--- src/rtl/key_debounce_multi.sv ---
// key_debounce_multi: N independent pushbutton channels sharing one sample-tick
// generator. Each channel has a 2-FF synchroniser, a stable-count debounce filter,
// a debounced level and registered one-clock press/release pulses.
// Optional auto-repeat strobes are built only when KEY_REPEAT_EN is defined;
// otherwise repeat_pulse is constant 0 and no hold counters exist.
module key_debounce_multi #(
   parameter int NKEY         = 4,
   parameter int SR           = 999,
   parameter int STABLE       = 3,
   parameter int ACTIVE_LOW   = 0,
   parameter int LONG_TICKS   = 50,
   parameter int REPEAT_TICKS = 10
) (
   input  logic            clk,
   input  logic            rst_n,
   input  logic [NKEY-1:0] key_in,
   output logic            sample_tick,
   output logic [NKEY-1:0] key_state,
   output logic [NKEY-1:0] press_pulse,
   output logic [NKEY-1:0] release_pulse,
   output logic [NKEY-1:0] repeat_pulse
);

   // SR=0 still needs a one-bit counter that simply sits at zero.
   localparam int            TW          = (SR > 0) ? $clog2(SR + 1) : 1;
   localparam int            CW          = $clog2(STABLE + 1);
   localparam logic [TW-1:0] TICK_RELOAD = TW'(SR);
   localparam logic [CW-1:0] STABLE_LAST = CW'(STABLE - 1);
   localparam logic          IDLE_LVL    = (ACTIVE_LOW != 0);

   logic [TW-1:0] tick_cnt_q, tick_cnt_d;
   logic          tick;

   wire [NKEY-1:0] state_w;
   wire [NKEY-1:0] press_w;
   wire [NKEY-1:0] release_w;
   wire [NKEY-1:0] repeat_w;

   assign tick          = (tick_cnt_q == '0);
   assign sample_tick   = tick;
   assign key_state     = state_w;
   assign press_pulse   = press_w;
   assign release_pulse = release_w;
   assign repeat_pulse  = repeat_w;

   // Shared down-counter: reloads on zero, so the tick period is SR+1 clocks.
   always_comb begin
      tick_cnt_d = tick ? TICK_RELOAD : (tick_cnt_q - TW'(1));
   end

   // Tick counter register; reset loads the full period.
   always_ff @(posedge clk) begin
      if (!rst_n) tick_cnt_q <= TICK_RELOAD;
      else        tick_cnt_q <= tick_cnt_d;
   end

   genvar gi;
   generate
      for (gi = 0; gi < NKEY; gi = gi + 1) begin : gen_key
         logic          sync1_q, sync1_d;
         logic          sync2_q, sync2_d;
         logic          k_s;
         logic          state_q, state_d;
         logic [CW-1:0] cnt_q, cnt_d;
         logic          press_q, press_d;
         logic          rel_q, rel_d;
         logic          toggle;

         // Normalise so that 1 always means pressed after synchronisation.
         assign k_s = sync2_q ^ IDLE_LVL;

         // Synchroniser shift and debounce filter: a new level is accepted only
         // after STABLE consecutive ticks that disagree with the current level.
         always_comb begin
            sync1_d = key_in[gi];
            sync2_d = sync1_q;
            state_d = state_q;
            cnt_d   = cnt_q;
            toggle  = 1'b0;
            if (tick) begin
               if (k_s == state_q) begin
                  cnt_d = '0;
               end else if (cnt_q == STABLE_LAST) begin
                  toggle  = 1'b1;
                  state_d = ~state_q;
                  cnt_d   = '0;
               end else begin
                  cnt_d = cnt_q + CW'(1);
               end
            end
            press_d = toggle & ~state_q;
            rel_d   = toggle & state_q;
         end

         // Channel registers; synchronisers reset to the idle level so no
         // false press is seen when reset is released.
         always_ff @(posedge clk) begin
            if (!rst_n) begin
               sync1_q <= IDLE_LVL;
               sync2_q <= IDLE_LVL;
               state_q <= 1'b0;
               cnt_q   <= '0;
               press_q <= 1'b0;
               rel_q   <= 1'b0;
            end else begin
               sync1_q <= sync1_d;
               sync2_q <= sync2_d;
               state_q <= state_d;
               cnt_q   <= cnt_d;
               press_q <= press_d;
               rel_q   <= rel_d;
            end
         end

         assign state_w[gi]   = state_q;
         assign press_w[gi]   = press_q;
         assign release_w[gi] = rel_q;

`ifdef KEY_REPEAT_EN
         localparam int            HW          = $clog2(LONG_TICKS + 1);
         localparam logic [HW-1:0] HOLD_LAST   = HW'(LONG_TICKS - 1);
         localparam logic [HW-1:0] HOLD_RELOAD = HW'(LONG_TICKS - REPEAT_TICKS);

         logic [HW-1:0] hold_q, hold_d;
         logic          rep_q, rep_d;

         // Hold counter: counts ticks while pressed, fires a repeat on reaching
         // LONG_TICKS and reloads so later repeats come every REPEAT_TICKS.
         // A tick that releases the key never emits a repeat.
         always_comb begin
            hold_d = hold_q;
            rep_d  = 1'b0;
            if (!state_q) begin
               hold_d = '0;
            end else if (tick) begin
               if (hold_q == HOLD_LAST) begin
                  hold_d = HOLD_RELOAD;
                  rep_d  = ~toggle;
               end else begin
                  hold_d = hold_q + HW'(1);
               end
            end
         end

         // Repeat registers, aligned with press/release pulses.
         always_ff @(posedge clk) begin
            if (!rst_n) begin
               hold_q <= '0;
               rep_q  <= 1'b0;
            end else begin
               hold_q <= hold_d;
               rep_q  <= rep_d;
            end
         end

         assign repeat_w[gi] = rep_q;
`else
         // Repeat timing has no effect in this build; the strobe is held low.
         assign repeat_w[gi] = 1'b0 & (LONG_TICKS > REPEAT_TICKS);
`endif
      end
   endgenerate

endmodule

--- config.mk ---
export PLATFORM = sky130hd
export DESIGN_NAME = key_debounce_multi
export DESIGN_NICKNAME = d
export VERILOG_FILES = /design/src/rtl/key_debounce_multi.sv
export SDC_FILE = /design/constraint.sdc
export NUM_CORES = 1
export LEC_CHECK = 0
export ABC_CLOCK_PERIOD_IN_PS = 1600
export BUFFER_PORTS_ARGS = -buffer_cell sky130_fd_sc_hd__buf_2
export CORE_UTILIZATION = 40
export CTS_CLUSTER_SIZE = 16
export DETAILED_ROUTE_END_ITERATION = 8
export PLACE_DENSITY = 0.71
export SYNTH_ARGS = -nofsm -noshare
export SYNTH_HDL_FRONTEND = slang
export SYNTH_SLANG_ARGS = --single-unit
export TNS_END_PERCENT = 10
--- constraint.sdc ---
create_clock -name clk -period 1.6 [get_ports clk]
set_input_delay 0.16 -clock clk [delete_from_list [all_inputs] [get_ports clk]]
set_output_delay 0.16 -clock clk [all_outputs]
set_load 0.05 [all_outputs]
==> impl_metrics.json <==
{
  "antenna_found_initial": 0,
  "cp_max_fo": 3,
  "max_freq_ghz": 0.610,
  "place_ws_ns": -0.102,
  "area_delta_synth_final_pct": 23.3,
  "numPortBuffers": 18,
  "gp_congestion": 0.768,
  "vias_per_cell": 5.03,
  "finalNetCount": 201,
  "synthFlopType": "dfxtp_1",
  "firstDrtPassIters": 4,
  "timing.rr.end": "tick_cnt_q[9]$_SDFF_PP1_",
  "hp-class": "primary input to flip-flop",
  "grtUsageTotal_pct": 15.5,
  "clock_latency_ns": 0.28,
  "antennaDiodeCount": 0,
  "grt_max_degree": 32,
  "num_rows": 22,
  "wl_per_cell_microns": 12.5,
  "ys_types": 38,
  "drc": 0,
  "synth-adder-area-share_pct": 0.758,
  "synth_edf_count": 0,
  "drtAntennaViolNets": 0,
  "dieArea_sq_um": 4390,
  "cp_slowest_cell": "nor4_4",
  "cts.sinks": 38,
  "synth_top_area_cell": "dfxtp_1",
  "drive_above_1_share_pct": 36.9,
  "ys_async_sr_fraction_pct": 0,
  "die_w_microns": 66.2,
  "status": "complete, but fails checks",
  "syn_area_per_cell_sq_um": 9.59,
  "dp_hpwl_mm": 2.00,
  "finalMaxSlewViolations": 0,
  "synth-compound-area-share_pct": 4.47,
  "cts.hold.buffers_added": 0,
  "cts_root_buf": "clkbuf_8",
  "post_synth_xor_area_fraction_pct": 2.65,
  "finalWirelength_mm": 3.04,
  "p_per_area_nw_per_um2": 908,
  "finalCriticalPeriod_ns": 1.64,
  "critPathMaxStageDelay_ns": 0.34,
  "grt_pass1_wl_mm": 4.97,
  "mostFrequentLayoutCell": "dfxtp_1",
  "grt_pass1_vias": 1081,
  "r2r_cells": 3,
  "reg2reg_from": "tick_cnt_q[3]$_SDFF_PP0_",
  "floorplan.die.height_microns": 66.2,
  "synth_top_area_share_pct": 46.1,
  "ioPinCount": 23,
  "yosysSeqAreaShare_pct": 46.1,
  "hold_viol_final": 0,
  "synth_top_family_by_area": "simple AND/OR/NAND/NOR gates",
  "htreeDepth": 2,
  "core_sq_um": 3800,
  "synth-simple-area-share_pct": 27.4,
  "failed_checks": "negative setup slack",
  "start_util_pct": 43.4,
  "grt.overflow.total": 0,
  "fin_worst_skew_ns": 0.00536,
  "clkSlewWorstSetupHoldPaths_ns": 0.07,
  "r2r_slack_ns": 0.04,
  "ys_ff_latch": 38,
  "peakVddDrop_v": 0.000405,
  "worstSetupPathType": "flip-flop to primary output",
  "path_cells": "buf_6, nor4_4, nand3_2, clkinvlp_4, buf_8",
  "netlist_instances": 172,
  "endpoint_kind": "primary output",
  "layout_common_cells": "dfxtp_1 (35), nand2_1 (17), buf_2 (17)",
  "synthMuxAreaShare_pct": 7.51,
  "cts.path.max_buffers": 2,
  "setup_slack_ns": -0.0399,
  "cts_tree": "built",
  "p_leak_nw": 0.777,
  "cp.arrival_ns": 1.48,
  "hp-start": "key_in[1]",
  "synth_area_sq_um": 1650,
  "route.vias.total": 1222,
  "netlist_top_cells_area": "dfxtp_1 (46%), buf_4 (7.3%), mux2i_1 (5.5%)",
  "setup_viol": 1,
  "rsz0062_at_grt": "true",
  "cts_buffers": 5,
  "synth_warnings": 0,
  "drtIter0Drc": 62,
  "fin_hold_ws_ns": 0.0789,
  "hold_depth": 2,
  "whs_endpoint": "gen_key[1].sync1_q$_SDFF_PN0_",
  "crit_required_ns": 1.44,
  "maxCapViolations": 0,
  "cp-start-kind": "flip-flop",
  "finalCritPeriodShare_pct": 102
}
## power breakdown
| group | switching, mW | total (mW) | internal, mW |
|---|---|---|---|
| Combinational | 0.0550 | 0.0869 | 0.0319 |
| Clock | 0.319 | 0.785 | 0.466 |
| Sequential | 0.0130 | 0.975 | 0.962 |
| Total | 0.387 | 1.85 | 1.46 |
## worst max-delay path: cells and delay by family (launching register included)
family	cells	cell delay (ns)
buffers and inverters	3	0.36
DFF	1	0.33
and+or+nand+nor	2	0.50
## cell type report
cell class,count,area (sq um)
clock buffers,7,76.3
clock inverters,1,30.0
fillers,340,1760
inverters,8,33.8
multi-input cells,107,838
flip-flops and latches,38,764
well taps,48,60.1
repair buffers,34,231
## registers in the layout, summed over array words and instances, names as in the netlist
name and flops:
gen_key.state_q 4, gen_key.sync1_q 4, gen_key.rel_q 4, gen_key.k_s 4, tick_cnt_q 10, gen_key.press_q 4, gen_key.cnt_q 8
## synth_stat cells (3+ instances only)
library cell and count:
clkbuf_1 5, nand2_1 17, inv_1 8, xnor2_1 3, nand3_1 5, and2_1 11, mux2_2 3, mux2i_1 9
nor4b_1 4, buf_4 16, nor4_1 9, nand2b_1 6, or4_1 5, dfxtp_1 38, nor3_1 5
## how the worst max path moves through the flow
stage | startpoint | to | slack [ns] | depth (start not counted)
4_1_cts | tick_cnt_q[3]$_SDFF_PP0_ | sample_tick | -0.06 | 5
2_1_floorplan | tick_cnt_q[3]$_SDFF_PP0_ | tick_cnt_q[9]$_SDFF_PP1_ | -0.03 | 3
5_1_grt | tick_cnt_q[5]$_SDFF_PP1_ | sample_tick | -0.09 | 5
6_report | tick_cnt_q[5]$_SDFF_PP1_ | sample_tick | -0.04 | 5
3_3_place_gp | tick_cnt_q[0]$_SDFF_PP1_ | gen_key[1].state_q$_SDFFE_PN0P_ | -0.04 | 5
3_5_place_dp | tick_cnt_q[0]$_SDFF_PP1_ | gen_key[1].state_q$_SDFFE_PN0P_ | -0.10 | 5
## what timing repair did
item | CTS | global route
pin swaps | 1 | 4
resized for setup | 12 | 17
buffers inserted | 1 | 2
endpoints found under the setup margin | 9 | 18
gates cloned | 0 | 0
## metal layers
| layer | global-route usage (%) | vias up | part of all wire (%) | routed length (microns) |
|---|---|---|---|---|
| met4 | 7.18 | 0 | 1.3 | 38 |
| met2 | 25.1 | 20 | 48 | 1470 |
| met5 | 0 | - | 0 | 0 |
| li1 | - | 632 | - | - |
| met1 | 18.3 | 568 | 47 | 1430 |
| met3 | 5.17 | 2 | 3.4 | 102 |
## through the flow
| step | setup TNS [ns] | util (%) | power, mW | cells | instance area (sq um) |
|---|---|---|---|---|---|
| finish | -0.0399 | 53.6 | 1.85 | 243 | 2030 |
| global route | -0.187 | 53.6 | 1.92 | 243 | 2030 |
| CTS | -0.0898 | 51.5 | 1.86 | 241 | 1960 |
| detailed placement | -0.404 | 46.8 | 1.07 | 232 | 1780 |
| global placement | -0.166 | 46.8 | 1.07 | 232 | 1780 |
| floorplan | -0.110 | - | 1.06 | 175 | 1680 |
## logic make-up (layout without fill, tap and decap cells)
group,Yosys count,after routing
adders and majority gates,1,1
AOI/OAI and AO/OA,10,10
and+or+nand+nor,75,75
DFF,38,38
other,1,4
buffers and inverters,30,50
xor gates and xnor gates,5,5
muxes,12,12
(Power assumes the default switching activity.)
